--- config.mk ---
export PLATFORM = sky130hd
export DESIGN_NAME = pwm_frame_decoder
export DESIGN_NICKNAME = d
export VERILOG_FILES = /design/src/rtl/pwm_frame_decoder.sv
export SDC_FILE = /design/constraint.sdc
export NUM_CORES = 1
export LEC_CHECK = 0
export CAP_MARGIN = 40
export CORE_MARGIN = 2
export CORE_UTILIZATION = 50
export DETAILED_ROUTE_END_ITERATION = 10
export GPL_ROUTABILITY_DRIVEN = 0
export PLACE_DENSITY_LB_ADDON = 0.15
export SLEW_MARGIN = 25
export SYNTH_ARGS = -nofsm -noshare
export SYNTH_HDL_FRONTEND = slang
export SYNTH_SLANG_ARGS = --single-unit
export TNS_END_PERCENT = 50
--- constraint.sdc ---
create_clock -name clock -period 2.35 [get_ports clock]
set_input_delay 0.235 -clock clock [delete_from_list [all_inputs] [get_ports clock]]
set_output_delay 0.235 -clock clock [all_outputs]
set_load 0.03 [all_outputs]
--- src/rtl/pwm_frame_decoder.sv ---
// Serial thermometer-PWM receiver: aligns to the generator's frame strobe and
// recovers the duty code once per 2**WIDTH-slot frame, flagging bad frames.
module pwm_frame_decoder #(
    parameter int WIDTH = 3,
    parameter int ERR_W = 8
) (
    input  logic             clock,
    input  logic             clear_n,
    input  logic             enable,
    input  logic             serial_in,
    input  logic             frame_sync,
    output logic [WIDTH-1:0] duty_code,
    output logic             duty_valid,
    output logic             idle,
    output logic             frame_err,
    output logic             sync_err,
    output logic             locked,
    output logic [ERR_W-1:0] err_count
);

    localparam logic [0:0]       ST_UNLOCKED = 1'b0;
    localparam logic [0:0]       ST_LOCKED   = 1'b1;
    localparam logic [WIDTH-1:0] LAST_SLOT   = {WIDTH{1'b1}};

    logic [0:0]       state;
    logic [WIDTH-1:0] slot;
    logic [WIDTH:0]   ones;
    logic             zero_seen;
    logic             shape_bad;

    logic [WIDTH:0]   ones_total;
    logic [WIDTH:0]   ones_m1;
    logic             shape_total;
    logic             bad_sync;

    function automatic logic [ERR_W-1:0] sat_inc(input logic [ERR_W-1:0] v);
        return (&v) ? v : v + 1'b1;
    endfunction

    // Fold the final sample in combinationally so the frame verdict lands on the last-slot edge.
    always_comb begin
        ones_total  = ones + {{WIDTH{1'b0}}, serial_in};
        ones_m1     = ones_total - {{WIDTH{1'b0}}, 1'b1};
        shape_total = shape_bad | (zero_seen & serial_in);
        bad_sync    = frame_sync && (slot != '0);
    end

    assign locked = (state == ST_LOCKED);

    always_ff @(posedge clock or negedge clear_n) begin
        if (!clear_n) begin
            state      <= ST_UNLOCKED;
            slot       <= '0;
            ones       <= '0;
            zero_seen  <= 1'b0;
            shape_bad  <= 1'b0;
            duty_code  <= '0;
            duty_valid <= 1'b0;
            idle       <= 1'b0;
            frame_err  <= 1'b0;
            sync_err   <= 1'b0;
            err_count  <= '0;
        end else begin
            duty_valid <= 1'b0;
            idle       <= 1'b0;
            frame_err  <= 1'b0;
            sync_err   <= 1'b0;
            if (!enable) begin
                state     <= ST_UNLOCKED;
                slot      <= '0;
                ones      <= '0;
                zero_seen <= 1'b0;
                shape_bad <= 1'b0;
            end else if (state == ST_UNLOCKED || bad_sync) begin
                // Unaligned or slipped: only a frame_sync restarts with this sample as slot 0.
                if (frame_sync) begin
                    state     <= ST_LOCKED;
                    slot      <= {{(WIDTH-1){1'b0}}, 1'b1};
                    ones      <= {{WIDTH{1'b0}}, serial_in};
                    zero_seen <= !serial_in;
                    shape_bad <= 1'b0;
                end
                if (bad_sync) begin
                    sync_err  <= 1'b1;
                    err_count <= sat_inc(err_count);
                end
            end else if (slot == LAST_SLOT) begin
                slot      <= '0;
                ones      <= '0;
                zero_seen <= 1'b0;
                shape_bad <= 1'b0;
                if (ones_total == '0) begin
                    idle <= 1'b1;
                end else if (shape_total) begin
                    frame_err <= 1'b1;
                    err_count <= sat_inc(err_count);
                end else begin
                    duty_code  <= ones_m1[WIDTH-1:0];
                    duty_valid <= 1'b1;
                end
            end else begin
                slot      <= slot + 1'b1;
                ones      <= ones_total;
                zero_seen <= zero_seen | !serial_in;
                shape_bad <= shape_total;
            end
        end
    end

endmodule

* Yosys cells after proc, flatten, opt, wreduce, memory -nomap -nowiden
Cells that the tools add are included.
** Storage, ports and cells
- Register bits after elaboration :: 25
- Output and inout bits :: 16
** Operators by class
- Reductions and logical operators :: 11
- Multiplexer cells :: 42
- Add/subtract/negate cells :: 4
- Equality and inequality tests :: 6
- Bitwise gates (word level) :: 7
** Operators by type and width (count)
- two-way mux 8 bit :: 6
- two-way mux 1 bit :: 28
- two-way mux 4 bit :: 4
- two-way mux 3 bit :: 4
- AND reduction 5 bit :: 2
- adder 8 x 1 -> 8 bit (second input constant) :: 1
- AND reduction 8 bit :: 1
- adder 4 x 1 -> 4 bit :: 1
- zero test 4 bit :: 1
- != test 2 x 1 -> 1 bit (second input constant) :: 2
- != test 2 bit (second input constant) :: 2
- NOT 1 bit :: 4
- nonzero test 2 bit :: 2
- adder 3 x 1 -> 3 bit (second input constant) :: 1
- == test 3 bit (second input constant) :: 1
- != test 3 bit (second input constant) :: 1
- nonzero test 3 bit :: 1
- subtractor 3 x 1 -> 3 bit (second input constant) :: 1
- bitwise OR 1 bit :: 2
- AND reduction 2 bit :: 1
- bitwise AND 1 bit :: 1
- logical AND 1 bit :: 1
- zero test 1 bit :: 1
- logical OR 1 bit :: 1

* Logic depth before layout (Yosys ltp)
Gate-level depths: netlist of run 1.
- Depth after elaboration :: 7
- Gate-level depth with buffers :: 9
- Gate-level depth less buffers :: 9

* Worst setup path before layout of run 1
Ideal clock, no wire load.
- Path kind :: flip-flop to flip-flop
- Start :: register ones[0]
- End :: register duty_code[0]
- Cell stages (with the launch flop) :: 9
- Arrival :: 1.990 ns
- Data required time :: 2.222 ns
- Path buffers :: 0
- Slack :: 0.232 ns
- Setup time :: 0.128 ns
- Cells stage by stage :: dfrtp_1 -> ha_1 -> ha_1 -> inv_1 -> ha_1 -> nor4b_2 -> nor2_1 -> nand3_2 -> mux2_1
** On the way
- Cells in the longest elaborated chain, start to end :: 4
- Elaborated cells on any way between the ends :: 5
- Classes of those cells :: add/sub: 2; bitwise: 1; reduce/logical: 2
** Ends and longest elaborated chain
- from (decl) :: RTL line 27 : logic [WIDTH:0] ones;
- from (signal assigned) :: RTL line 79 : ones <= {{WIDTH{1'b0}}, serial_in};
- from (signal assigned) :: RTL line 103 : ones <= ones_total;
- adder 4 x 1 -> 4 bit (*) :: RTL line 42 : ones_total = ones + {{WIDTH{1'b0}}, serial_in};
- zero test 4 bit :: RTL line 92 : if (ones_total == '0) begin
- NOT 1 bit (no line)
- AND reduction 5 bit (no line)
- to (signal assigned) :: RTL line 98 : duty_code <= ones_m1[WIDTH-1:0];
- to (decl) :: RTL line 12 : output logic [WIDTH-1:0] duty_code,
Every way passes the cells marked *; elsewhere a longest branch is shown, timed or not.
A chain may end at the register's enable or synchronous reset.

* Worst setup path in the final report of run 1
- Start :: input serial_in
- End :: register err_count[7]
** On the way
- Cells in the longest elaborated chain, start to end :: 4
- Elaborated cells on any way between the ends :: 7
- Classes of those cells :: add/sub: 1; eq/ne: 1; bitwise: 2; reduce/logical: 3
** Ends and longest elaborated chain
- from (decl) :: RTL line 10 : input logic serial_in,
- adder 4 x 1 -> 4 bit or bitwise AND 1 bit (tied branches) :: RTL line 42, 44
- zero test 4 bit or bitwise OR 1 bit (tied branches) :: RTL line 92, 44
- != test 2 bit (no line) or nonzero test 2 bit (tied branches)
- AND reduction 5 bit (no line) (*)
- to (signal assigned) :: RTL line 85 : err_count <= sat_inc(err_count);
- to (signal assigned) :: RTL line 96 : err_count <= sat_inc(err_count);
- to (decl) :: RTL line 18 : output logic [ERR_W-1:0] err_count
Marks and branches as above.

==> results of run 1 <==
==> cell usage in the layout, fill, tap and decap left out, types with 4 or more instances in the layout <==
cell type        count
clkdlybuf4s50_1     20
inv_1                9
a22o_1               6
xnor2_1             10
ha_1                 7
a21oi_1              5
nand2_1              4
nand3_1              8
nor2_1               7
dfrtp_1             25
buf_4               11
==> sequential cells by signal, summed over array words and instances, names as in the netlist <==
name	flops
frame_err	1
idle	1
zero_seen	1
err_count	8
ones	4
duty_valid	1
duty_code	3
shape_bad	1
slot	3
sync_err	1
locked	1
==> logic make-up (layout without fill, tap and decap cells) <==
logic type	Yosys count	after routing	share of synthesized area (%)
and+or+nand+nor	34	34	15.2
AOI/OAI and AO/OA	20	20	15.4
muxes	5	5	4.55
xor gates and xnor gates	10	10	6.78
DFF	25	25	48.4
adders and majority gates	7	7	6.78
buffers and inverters	10	44	2.90
==> report_power, final <==
group / switching (mW) / internal [mW]
logic: 0.166 / 0.153
registers: 0.0414 / 0.469
clock network: 0.124 / 0.0664
total: 0.331 / 0.689
==> final cells by class <==
type                            count  area, µm²
Multi-Input combinational cell     76        629
Timing Repair Buffer               31        283
Sequential cell                    25        626
Clock buffer                        4       26.3
Tap cell                           30       37.5
Inverter                            9       33.8
Fill cell                         201        820
==> worst paths after layout <==
| path | startpoint | endpoint | slack [ns] |
|---|---|---|---|
| max reg2reg | ones[0]$_DFFE_PN0P_ | err_count[7]$_DFFE_PN0P_ | 0.16 |
| max in group asynchronous | clear_n | ones[1]$_DFFE_PN0P_ | 1.85 |
| min | clear_n | err_count[6]$_DFFE_PN0P_ | 0.26 |
| min in group clock | duty_code[2]$_DFFE_PN0P_ | duty_code[2]$_DFFE_PN0P_ | 0.51 |
| min reg2reg | duty_code[2]$_DFFE_PN0P_ | duty_code[2]$_DFFE_PN0P_ | 0.51 |
| max | serial_in | err_count[7]$_DFFE_PN0P_ | 0.13 |
==> worst reg2reg max path: cells and delay by family, from the launching register on <==
kind                       cells  cell delay (ns)
DFF                            1             0.41
AOI/OAI and AO/OA              1             0.19
adders and majority gates      3             0.69
buffers and inverters          3             0.38
and+or+nand+nor                2             0.27
xor gates and xnor gates       1             0.15
==> routing by layer <==
metal	vias up	global-route usage (%)
met2	15	31.7
met3	5	3.28
met5	-	0
li1	456	-
met4	0	7.50
met1	446	21.7
==> flow_summary.ini, run 1 <==
[logic_synthesis]
synth_top_area_share_pct = 48.4
synth_most_common_cell = dfrtp_1
synth-seq-cells = 25
syn_avg_cell_area_um2 = 11.6
syn_nets = 123
synth_enable_flop_cells = 0
ys_top_cells_by_count = dfrtp_1, xnor2_1, inv_1
synthesis.instances = 111
async_flop_share_pct = 100
yosys_warnings = 0
yosysTopAreaCell = dfrtp_1
yosysSeqAreaShare_pct = 48.4
yosysUniqueCellTypes = 32
ys.flop_type = dfrtp_1
synth_area_leaders = dfrtp_1, ha_1, xnor2_1, a22o_1, nand3_1
synthesis.area_um2 = 1290

[floorplan]
die_w_um = 54.8
core_area_um2 = 2450
initial_core_util_pct = 52.7
die_area_um2 = 3010
rows = 18
dieHeight_um = 54.8
ios = 21

[worst_setup_path]
crit_fanout = 6
worst-path-stages = 11
cp_cell_sequence = clkdlybuf4s50_1 > ha_1 > ha_1 > inv_1 > ha_1 > nor4b_2 > buf_4 > o31ai_4 > buf_4 > nand4_1 > xnor2_1
crit_slowest_cell = clkdlybuf4s50_1
critPathLaunchType = input port
worst-setup-path-type = in -> reg
path_buf_inv = 4
worst_setup_path_end_kind = flop
cpPeakStageDelay_ns = 0.47
cp.arrival_ns = 2.44
critPathMostFrequentCell = ha_1
worstRegToRegCells = 10
crit_required_ns = 2.57
critical-path-top-delay-family = buffers and inverters

[place]
dp_cells = 171
place_ws_ns = -0.224
portBuffers = 20
hpwl_um = 1790
placed_area_um2 = 1610

[pwr]
powerDensity_nw_per_um2 = 624
p_leak_nw = 0.759
vdd_drop_max_mv = 0.542
p_total_mw = 1.02

[clock_tree]
clkTransAtPathRegs_ns = 0.13
h-tree-depth = 1
clock-sinks = 25
numCtsBuffers = 3
post_cts_buffers = 0
clk_latency_ns = 0.31
cts_tree = built
cts-root-buf = clkbuf_4
cts_hold_buf = 0
post_cts_resize_count = 0
ctsLongestPathBuffers = 2

[sta]
clock-skew-final_ns = 0.00154
finalSetupViolations = 0
maxSlewHeadroom_pct = 67.0
tightest_slew_ns = 0.496
period_share_pct = 94.5
drv_slew = 0
min_period_ns = 2.22
fmax_mhz = 450
hold_viol_final = 0
tns_ns = 0
timing.hold.ws_ns = 0.263
rsz0062_at_grt = false
setup_slack_ns = 0.129

[flow_run]
cap_violations = 0

[cells_and_area]
final_layout_size_suffix_gt1_share_pct = 16.6
design_area_um2 = 1640
area_growth_pct = 26.5
insertedDiodeCount = 0
fin_util_pct = 66.6
final_cell_count_no_fill = 175
fin_nets = 158

[drt]
final_antenna_net_count = 0
wirelength_um = 2310
wl_met1_um = 1030
firstDrtPassIters = 4
routed-wl-met2_um = 1170
top_layer = met4
drt_iter0_drc = 13
via_count = 922
avgViaCountPerCell = 5.27
route.met3.wl_um = 74
drcViolationCount = 0
wire_per_inst_um = 13.2

[hold_path]
hold_class = in -> async

[grt]
grt_pass1_vias = 888
grt_pass1_wl_um = 3830
grt_max_degree = 26
gr-total-overflow = 0
grt_use_total_pct = 18.2
antenna_found_initial = 0

[status]
status = completed
Note: power is estimated with default switching activity, not from simulation.
==> run 2: changes to the inputs <==
--- a/config.mk
+++ b/config.mk
@@ -6,7 +6,7 @@
 export NUM_CORES = 1
 export LEC_CHECK = 0
 export CAP_MARGIN = 40
-export CORE_MARGIN = 2
+export CORE_MARGIN = 4
 export CORE_UTILIZATION = 50
 export DETAILED_ROUTE_END_ITERATION = 10
 export GPL_ROUTABILITY_DRIVEN = 0
==> run 2 against run 1 <==
Net effect: via count is 2.3% higher; sequential cell count is the same; hold slack got worse by 0.014 ns; die area rose by 15%; largest power group unchanged; global-route usage shrank 2.1 points; combinational power about the same; routed wire length increased by 2.1%.
==> flow_summary.ini, run 2 (synthesized netlist as in run 1, its figures left out) <==
[place]
placed_area_um2 = 1620
hpwl_um = 1810
portBuffers = 20

[flow_run]
cap_violations = 0

[cells_and_area]
fin_util_pct = 66.4
largestRegisters = err_count: 8 flops, ones: 4 flops
largest_reg_flops = 8
area_growth_pct = 27.2
fill_cells = 206
fin_nets = 159
final_layout_size_suffix_gt1_share_pct = 17.8
insertedDiodeCount = 0
multiInputGateArea_um2 = 629
register_area_um2 = 626
final_common_cell = dfrtp_1
regMostFlops = err_count
design_area_um2 = 1640
layout_common_cells = dfrtp_1, clkdlybuf4s50_1, buf_4

[clock_tree]
post_cts_buffers = 0
clock-sinks = 25
cts_hold_buf = 0
clkTransAtPathRegs_ns = 0.14
clk_latency_ns = 0.33
cts_tree = built
ctsLongestPathBuffers = 2
numCtsBuffers = 3
post_cts_resize_count = 0
h-tree-depth = 1
cts-root-buf = clkbuf_4

[grt]
gr-total-overflow = 0
grt_use_total_pct = 16.1
grt_pass1_wl_um = 4220
grt_max_degree = 26
antenna_found_initial = 0
grt_pass1_vias = 949

[floorplan]
dieHeight_um = 58.8
die_area_um2 = 3460
core_area_um2 = 2480
rows = 18
ios = 21
die_w_um = 58.8
initial_core_util_pct = 52.2

[pwr]
vdd_drop_max_mv = 0.424
powerDensity_nw_per_um2 = 626
p_leak_nw = 0.767

[worst_setup_path]
worst-setup-path-type = reg -> reg
crit_required_ns = 2.57
crit_fanout = 6
worst_setup_path_end_kind = flop
critPathLaunchType = flop
cp.arrival_ns = 2.42

[hold_path]
hold_class = in -> async

[sta]
clock-skew-final_ns = 0.00772
tns_ns = 0
rsz0062_at_grt = false
min_period_ns = 2.20
hold_viol_final = 0
finalSetupViolations = 0
fmax_mhz = 454
tightest_slew_ns = 0.513
drv_slew = 0
period_share_pct = 93.7
maxSlewHeadroom_pct = 65.8

[status]
status = completed

[drt]
via_count = 943
avgViaCountPerCell = 5.36
wirelength_um = 2360
drcViolationCount = 0
wire_per_inst_um = 13.4
drt_iter0_drc = 22
firstDrtPassIters = 4
final_antenna_net_count = 0
==> run 2: cell count changes in the layout (fill, tap and decap cells not counted) <==
cell,change
buf_4,+1
clkbuf_1,-1
clkinv_2,+1
==> run 2: worst max-delay path: stages (launching register included) <==
cell and delay, ns:
dfrtp_1 0.41, ha_1 0.20, ha_1 0.29, inv_1 0.05
ha_1 0.20, nor4b_2 0.17, buf_4 0.14, o31ai_4 0.19
buf_4 0.18, nand4_1 0.11, xnor2_1 0.15
==> run 2: final timing paths <==
path	startpoint	endpoint	slack, ns	cells after the start
max	ones[0]$_DFFE_PN0P_	err_count[7]$_DFFE_PN0P_	0.15	10
min	clear_n	err_count[2]$_DFFE_PN0P_	0.25	2
max reg2reg	ones[0]$_DFFE_PN0P_	err_count[7]$_DFFE_PN0P_	0.15	10
min reg2reg	duty_code[2]$_DFFE_PN0P_	duty_code[2]$_DFFE_PN0P_	0.51	1
max in group asynchronous	clear_n	ones[0]$_DFFE_PN0P_	1.86	2
min in group clock	duty_code[2]$_DFFE_PN0P_	duty_code[2]$_DFFE_PN0P_	0.51	1
==> run 2: power by group <==
| part | leakage, nW | switching (mW) | internal, mW |
|---|---|---|---|
| Combinational | 0.418 | 0.165 | 0.153 |
| Sequential | 0.331 | 0.0429 | 0.469 |
| Clock | 0.0177 | 0.135 | 0.0640 |
| Total | 0.767 | 0.342 | 0.686 |
==> run 2: per-stage QoR <==
| step | hold WS (ns) | total power [mW] | cells | setup slack (ns) |
|---|---|---|---|---|
| global placement | 0.476 | 0.834 | 172 | -0.0929 |
| global route | 0.265 | 1.09 | 176 | 0.0227 |
| floorplan | -0.0606 | 0.701 | 111 | 0.232 |
| finish | 0.249 | 1.03 | 176 | 0.149 |
| detailed placement | 0.481 | 0.843 | 172 | -0.147 |
| CTS | 0.260 | 1.04 | 176 | 0.140 |
==> run 2: layer usage <==
layer  vias up  global-route usage, %  wire, µm
met5         -                      0         0
met4         0                   7.77        44
met3         5                   2.63       103
met2        19                   26.8      1140
met1       453                   20.1      1070
li1        466                      -         -
==> run 2: layout make-up <==
cell class,count,area share [%]
Clock buffer,3,1.37
Clock inverter,1,0.304
Inverter,9,2.05
Multi-Input combinational cell,76,38.3
Sequential cell,25,38.1
Tap cell,30,2.28
Timing Repair Buffer,32,17.7
